File: config.mk
export PLATFORM = sky130hd
export DESIGN_NAME = sfifo_prog
export DESIGN_NICKNAME = d
export VERILOG_FILES = /design/src/rtl/sfifo_prog.sv
export SDC_FILE = /design/constraint.sdc
export NUM_CORES = 1
export LEC_CHECK = 0
export CAP_MARGIN = 20
export CORE_ASPECT_RATIO = 0.7
export CORE_MARGIN = 4
export CORE_UTILIZATION = 61
export DETAILED_ROUTE_END_ITERATION = 8
export HOLD_SLACK_MARGIN = 0.08
export PLACE_DENSITY = 0.81
export SYNTH_ARGS = -nofsm -noshare
export SYNTH_HDL_FRONTEND = slang
export SYNTH_SLANG_ARGS = --single-unit
File: constraint.sdc
create_clock -name i_clk -period 4.66 [get_ports i_clk]
set_input_delay 0.932 -clock i_clk [delete_from_list [all_inputs] [get_ports i_clk]]
set_output_delay 0.932 -clock i_clk [all_outputs]
set_load 0.01 [all_outputs]
File: src/rtl/sfifo_prog.sv
`default_nettype none
// ============================================================================
//  Module   : sfifo_prog
//  Purpose  : Parametrised single-clock FIFO with fill-level output,
//             programmable almost-full / almost-empty thresholds and a
//             selectable read mode (registered or first-word-fall-through).
//             Optional sticky overflow / underflow error flags, compiled in
//             when the macro SFIFO_ERR_EN is defined.
//  Revision : 1.0 - initial release
// ----------------------------------------------------------------------------
//  Parameters
//    DEPTH     entries, power of 2, >= 4
//    WIDTH     data bits per entry
//    AF_LEVEL  o_almost_full  when count >= AF_LEVEL (1..DEPTH)
//    AE_LEVEL  o_almost_empty when count <= AE_LEVEL (0..DEPTH-1)
//    FWFT      0 = registered read (1-cycle latency), 1 = fall-through
//  Ports
//    i_clk, i_rst_n        clock (rising edge), async active-low reset
//    i_wr_en, i_data_in    write request and data
//    i_rd_en               read request (pop/acknowledge when FWFT=1)
//    o_data_out, o_valid   read data and its qualifier
//    o_full, o_empty       count == DEPTH / count == 0
//    o_almost_full/empty   threshold flags
//    o_count               entries stored
//    i_err_clr             clears the sticky error flags
//    o_overflow            sticky: write attempted while full
//    o_underflow           sticky: read attempted while empty
//  Configuration macro
//    SFIFO_ERR_EN          defined   -> sticky error flags implemented
//                          undefined -> error outputs tied low, no flops
// ============================================================================
module sfifo_prog #(
    parameter int DEPTH    = 16,
    parameter int WIDTH    = 8,
    parameter int AF_LEVEL = DEPTH - 2,
    parameter int AE_LEVEL = 2,
    parameter int FWFT     = 0
) (
    input  logic                     i_clk,
    input  logic                     i_rst_n,
    input  logic                     i_wr_en,
    input  logic [WIDTH-1:0]         i_data_in,
    input  logic                     i_rd_en,
    output logic [WIDTH-1:0]         o_data_out,
    output logic                     o_valid,
    output logic                     o_full,
    output logic                     o_empty,
    output logic                     o_almost_full,
    output logic                     o_almost_empty,
    output logic [$clog2(DEPTH):0]   o_count,
    input  logic                     i_err_clr,
    output logic                     o_overflow,
    output logic                     o_underflow
);

    // Pointers carry one extra wrap bit so that full and empty are
    // distinguishable when the address bits match.
    localparam int c_addr_w = $clog2(DEPTH);
    localparam int c_ptr_w  = c_addr_w + 1;

    localparam logic [c_ptr_w-1:0] c_af_level = c_ptr_w'(AF_LEVEL);
    localparam logic [c_ptr_w-1:0] c_ae_level = c_ptr_w'(AE_LEVEL);

    // ------------------------------------------------------------------
    // State
    // ------------------------------------------------------------------
    logic [c_ptr_w-1:0]   wr_ptr_q;
    logic [c_ptr_w-1:0]   wr_ptr_d;
    logic [c_ptr_w-1:0]   rd_ptr_q;
    logic [c_ptr_w-1:0]   rd_ptr_d;

    // Storage array; deliberately not reset so it maps onto RAM cells.
    logic [WIDTH-1:0]     mem_q [DEPTH];

    logic [c_addr_w-1:0]  w_wr_addr;
    logic [c_addr_w-1:0]  w_rd_addr;
    logic [c_ptr_w-1:0]   w_count;
    logic                 w_full;
    logic                 w_empty;
    logic                 w_wr_accept;
    logic                 w_rd_accept;
    logic [WIDTH-1:0]     w_rd_word;

    // ------------------------------------------------------------------
    // Status decode: purely from registered pointers, never from inputs
    // ------------------------------------------------------------------
    assign w_wr_addr = wr_ptr_q[c_addr_w-1:0];
    assign w_rd_addr = rd_ptr_q[c_addr_w-1:0];

    // Modulo subtraction gives the fill level across pointer wrap.
    assign w_count   = wr_ptr_q - rd_ptr_q;
    assign w_empty   = (wr_ptr_q == rd_ptr_q);
    assign w_full    = (wr_ptr_q[c_addr_w] != rd_ptr_q[c_addr_w]) &&
                       (w_wr_addr == w_rd_addr);

    assign o_count        = w_count;
    assign o_empty        = w_empty;
    assign o_full         = w_full;
    assign o_almost_full  = (w_count >= c_af_level);
    assign o_almost_empty = (w_count <= c_ae_level);

    // A write into a full FIFO or a read from an empty one is dropped.
    // Simultaneous write+read on an empty FIFO therefore only writes (no
    // pass-through) and on a full FIFO only reads.
    assign w_wr_accept = i_wr_en & ~w_full;
    assign w_rd_accept = i_rd_en & ~w_empty;

    assign w_rd_word   = mem_q[w_rd_addr];

    // ------------------------------------------------------------------
    // Pointer update
    // ------------------------------------------------------------------
    always_comb begin
        wr_ptr_d = wr_ptr_q;
        rd_ptr_d = rd_ptr_q;
        if (w_wr_accept) begin
            wr_ptr_d = wr_ptr_q + 1'b1;
        end
        if (w_rd_accept) begin
            rd_ptr_d = rd_ptr_q + 1'b1;
        end
    end

    always_ff @(posedge i_clk or negedge i_rst_n) begin
        if (!i_rst_n) begin
            wr_ptr_q <= '0;
            rd_ptr_q <= '0;
        end else begin
            wr_ptr_q <= wr_ptr_d;
            rd_ptr_q <= rd_ptr_d;
        end
    end

    // Array write is indexed directly rather than through a full-array
    // next-state copy, keeping the storage inferable as RAM.
    always_ff @(posedge i_clk) begin
        if (w_wr_accept) begin
            mem_q[w_wr_addr] <= i_data_in;
        end
    end

    // ------------------------------------------------------------------
    // Read port
    // ------------------------------------------------------------------
    generate
        if (FWFT != 0) begin : g_fwft
            // Head word is presented as soon as it is stored. Output is
            // forced to zero while empty so reset and idle never expose
            // uninitialised storage.
            assign o_data_out = w_empty ? '0 : w_rd_word;
            assign o_valid    = ~w_empty;
        end else begin : g_reg
            logic [WIDTH-1:0] data_out_q;
            logic [WIDTH-1:0] data_out_d;
            logic             valid_q;
            logic             valid_d;

            // Output register loads only on an accepted read and holds
            // otherwise; o_valid marks the single cycle of fresh data.
            always_comb begin
                data_out_d = data_out_q;
                valid_d    = w_rd_accept;
                if (w_rd_accept) begin
                    data_out_d = w_rd_word;
                end
            end

            always_ff @(posedge i_clk or negedge i_rst_n) begin
                if (!i_rst_n) begin
                    data_out_q <= '0;
                    valid_q    <= 1'b0;
                end else begin
                    data_out_q <= data_out_d;
                    valid_q    <= valid_d;
                end
            end

            assign o_data_out = data_out_q;
            assign o_valid    = valid_q;
        end
    endgenerate

    // ------------------------------------------------------------------
    // Sticky error flags
    // ------------------------------------------------------------------
`ifdef SFIFO_ERR_EN
    logic overflow_q;
    logic overflow_d;
    logic underflow_q;
    logic underflow_d;

    // Clear is applied first so that a new error in the clear cycle wins.
    always_comb begin
        overflow_d  = overflow_q;
        underflow_d = underflow_q;
        if (i_err_clr) begin
            overflow_d  = 1'b0;
            underflow_d = 1'b0;
        end
        if (i_wr_en & w_full) begin
            overflow_d = 1'b1;
        end
        if (i_rd_en & w_empty) begin
            underflow_d = 1'b1;
        end
    end

    always_ff @(posedge i_clk or negedge i_rst_n) begin
        if (!i_rst_n) begin
            overflow_q  <= 1'b0;
            underflow_q <= 1'b0;
        end else begin
            overflow_q  <= overflow_d;
            underflow_q <= underflow_d;
        end
    end

    assign o_overflow  = overflow_q;
    assign o_underflow = underflow_q;
`else
    // Error tracking compiled out; the clear input has no function.
    logic w_unused_err_clr;
    assign w_unused_err_clr = i_err_clr;
    assign o_overflow       = 1'b0;
    assign o_underflow      = 1'b0;
`endif

endmodule
`default_nettype wire

==> flow_metrics.py <==
metrics = {
    "global_routing": {
        "grt_pass1_vias": 3307,
        "track_usage_pct": 22.4,
        "grt_max_degree": 46,
        "antenna_found_initial": 0,
        "grt_pass1_wl_mm": 18.8,
        "gr-total-overflow": 0,
    },
    "routing": {
        "vias": 3298,
        "first_iter_violations": 299,
        "drc": 0,
        "ant_nets": 0,
        "viasPerCell": 6.11,
        "wire_per_inst_um": 22.2,
        "routed_wl_mm": 12.0,
        "firstDrtPassIters": 4,
    },
    "clock_tree": {
        "cts.clk_slew.worst_paths_ps": 60,
        "cts_hold_buf": 0,
        "cts_made_buffers": 17,
        "cts_tree": "done",
        "cts_buffer_depth": 2,
        "clock-sinks": 147,
        "cts-resized-gates": 0,
        "post_cts_buffers": 0,
        "cts_root_buf": "clkbuf_16",
        "cts_htree_levels": 4,
        "worstSkewPairLatency_ps": 410,
    },
    "cells_and_area": {
        "drive_gt1_share_pct": 12.3,
        "post_layout_nonfiller_instances": 540,
        "layout_commonest_cell": "edfxtp_1",
        "layout_common_cells": "edfxtp_1, mux2i_1, nor2_1, clkdlybuf4s50_1, o22ai_1",
        "area_growth_pct": 16.6,
        "nets": 427,
        "post-route-util_pct": 75.1,
        "antenna_cells": 0,
    },
    "worst_setup_path": {
        "worstPathRequired_ps": 3730,
        "path_max_fanout": 17,
        "cp-start-kind": "register",
        "crit_type": "register to primary output",
        "arrival_ps": 3150,
        "worst_setup_path_end_kind": "primary output",
        "reg2reg_depth": 6,
    },
    "yosys": {
        "synth_top_family_by_area": "multiplexers",
        "synth_top_area_share_pct": 64.0,
        "yosys.area.top_type": "edfxtp_1",
        "avgSynthCellArea_sq_um": 16.2,
        "async_flop_share_pct": 12.9,
        "syn_inst": 371,
        "yosysWarnings": 0,
        "synth_mux_area_share_pct": 9.89,
        "synth.distinct_cells": 38,
        "synth-simple-area-share_pct": 6.00,
        "synth_ff_type": "edfxtp_1",
        "synth_compound_area_share_pct": 5.58,
        "synth_fa_ha_area_share_pct": 2.21,
        "synth-xor-area-share_pct": 1.75,
        "synth_edf_count": 128,
        "ys_ff_latch": 147,
        "synthesis.area_sq_um": 6010,
        "synth_area_leaders": "edfxtp_1, dfrtp_1, mux2i_1, mux4_2, o22ai_1",
        "synth_seq_area_share_pct": 71.9,
    },
    "run_status": {
        "status": "complete, no violations",
    },
    "sta": {
        "fin_crit_ps": 4080,
        "fin_skew_ps": 6.08,
        "relSlewSlack_pct": 32.1,
        "setup_viol_count_final": 0,
        "finalMaxSlewViolations": 0,
        "period_share_pct": 87.6,
        "finalHoldViolCount": 0,
        "setup_tns_ps": 0,
        "worstMarginPinSlew_ps": 1010,
        "max_freq_ghz": 0.245,
        "rsz0062_at_grt": "false",
        "fin_ws_ps": 577,
    },
    "power_and_ir_drop": {
        "swShare_pct": 31.4,
        "internal_power_mw": 3.33,
        "peakVddDrop_uv": 417,
        "p_clk_share_pct": 29.9,
        "p_leak_nw": 2.45,
        "cellPowerDensity_nw_per_um2": 693,
        "seq_power_share_pct": 36.8,
        "pwr-share-comb_pct": 33.3,
        "switchingPower_mw": 1.52,
    },
    "floorplan": {
        "die_height_um": 91.0,
        "initial_utilization_pct": 64.4,
        "dieArea_sq_um": 11500,
        "num_rows": 29,
        "coreArea_sq_um": 9330,
        "ios": 33,
        "die_w_um": 127,
    },
    "placement": {
        "port_buffers": 29,
        "gp_congestion": 0.804,
        "dp.cells": 509,
        "hpwl_mm": 7.44,
        "dp_slack_ps": 1030,
    },
    "job": {
        "maxCapViolations": 0,
    },
    "hold_path": {
        "hold_class": "register to register",
        "hold_depth": 1,
    },
}
routing by layer:
metal,routed length (um),global-route usage (%)
met1,5320,32.0
met2,5740,33.6
met3,822,6.98
met4,128,6.61
met5,0,0
cells by family after synthesis:
logic type,Yosys count
xor gates and xnor gates,12
muxes,48
AOI/OAI and AO/OA,51
DFF,147
other,1
and+or+nand+nor,73
adders and majority gates,10
buffers and inverters,29
power by group through the flow:
stage,sequential (mW),clock (mW),combinational (mW)
final,1.79,1.45,1.62
after detailed placement,1.81,0,1.61
after global routing,1.81,1.54,1.76
after floorplan,1.74,0,1.11
after CTS,1.78,1.47,1.63
after global placement,1.79,0,1.56
sequential cells by signal, indices dropped and copies added, names as in the netlist:
name	flops
rd_ptr_q	5
o_data_out	8
o_valid	1
wr_ptr_q	5
mem_q	128
Yosys cell counts (3+ instances only):
| cell | number |
|---|---|
| edfxtp_1 | 128 |
| o21ai_0 | 3 |
| nor3_1 | 4 |
| a31oi_1 | 8 |
| mux4_2 | 7 |
| or3_1 | 9 |
| dfrtp_1 | 19 |
| nand2b_1 | 3 |
| buf_2 | 12 |
| xor2_1 | 3 |
| ha_1 | 9 |
| clkbuf_1 | 3 |
| nor2b_1 | 9 |
| nand2_1 | 9 |
| mux2i_1 | 32 |
| nand4_1 | 5 |
| xnor2_1 | 9 |
| a211oi_1 | 9 |
| o21a_1 | 3 |
| o22ai_1 | 24 |
| inv_1 | 8 |
| nor2_1 | 29 |
| mux2_2 | 8 |
stage by stage:
stage	hold WS (ps)	instance area (sq um)	power, mW
global route	567	7010	5.11
finish	543	7010	4.86
detailed placement	532	6370	3.42
global placement	523	6370	3.36
floorplan	501	6010	2.85
CTS	544	7010	4.88
critical path, stage by stage (launching register included):
cell	delay, ps
dfrtp_1	720
inv_1	210
ha_1	330
nor2b_1	130
o21a_1	160
or3_1	340
a211oi_1	260
clkdlybuf4s50_1	570
path summary, 6_finish.rpt:
| kind | startpoint | end | slack [ps] |
|---|---|---|---|
| setup reg to reg | rd_ptr_q[1] | mem_q[2][3] | 1480 |
| hold / removal | rd_ptr_q[4] | rd_ptr_q[4] | 540 |
| min in group asynchronous | i_rst_n | wr_ptr_q[1] | 1060 |
| hold reg to reg | rd_ptr_q[4] | rd_ptr_q[4] | 540 |
| setup / recovery | rd_ptr_q[1] | o_almost_empty | 580 |
| max in group asynchronous | i_rst_n | rd_ptr_q[0] | 2950 |
layout make-up:
| type | count | area (sq um) |
|---|---|---|
| sequential | 147 | 4320 |
| timing repair buffer | 34 | 328 |
| clock inverter | 14 | 211 |
| multi-input combinational | 196 | 1540 |
| tap | 124 | 155 |
| clock buffer | 17 | 425 |
| fill | 511 | 2320 |
| inverter | 8 | 30.0 |
Note: power is estimated with default switching activity, not from simulation.
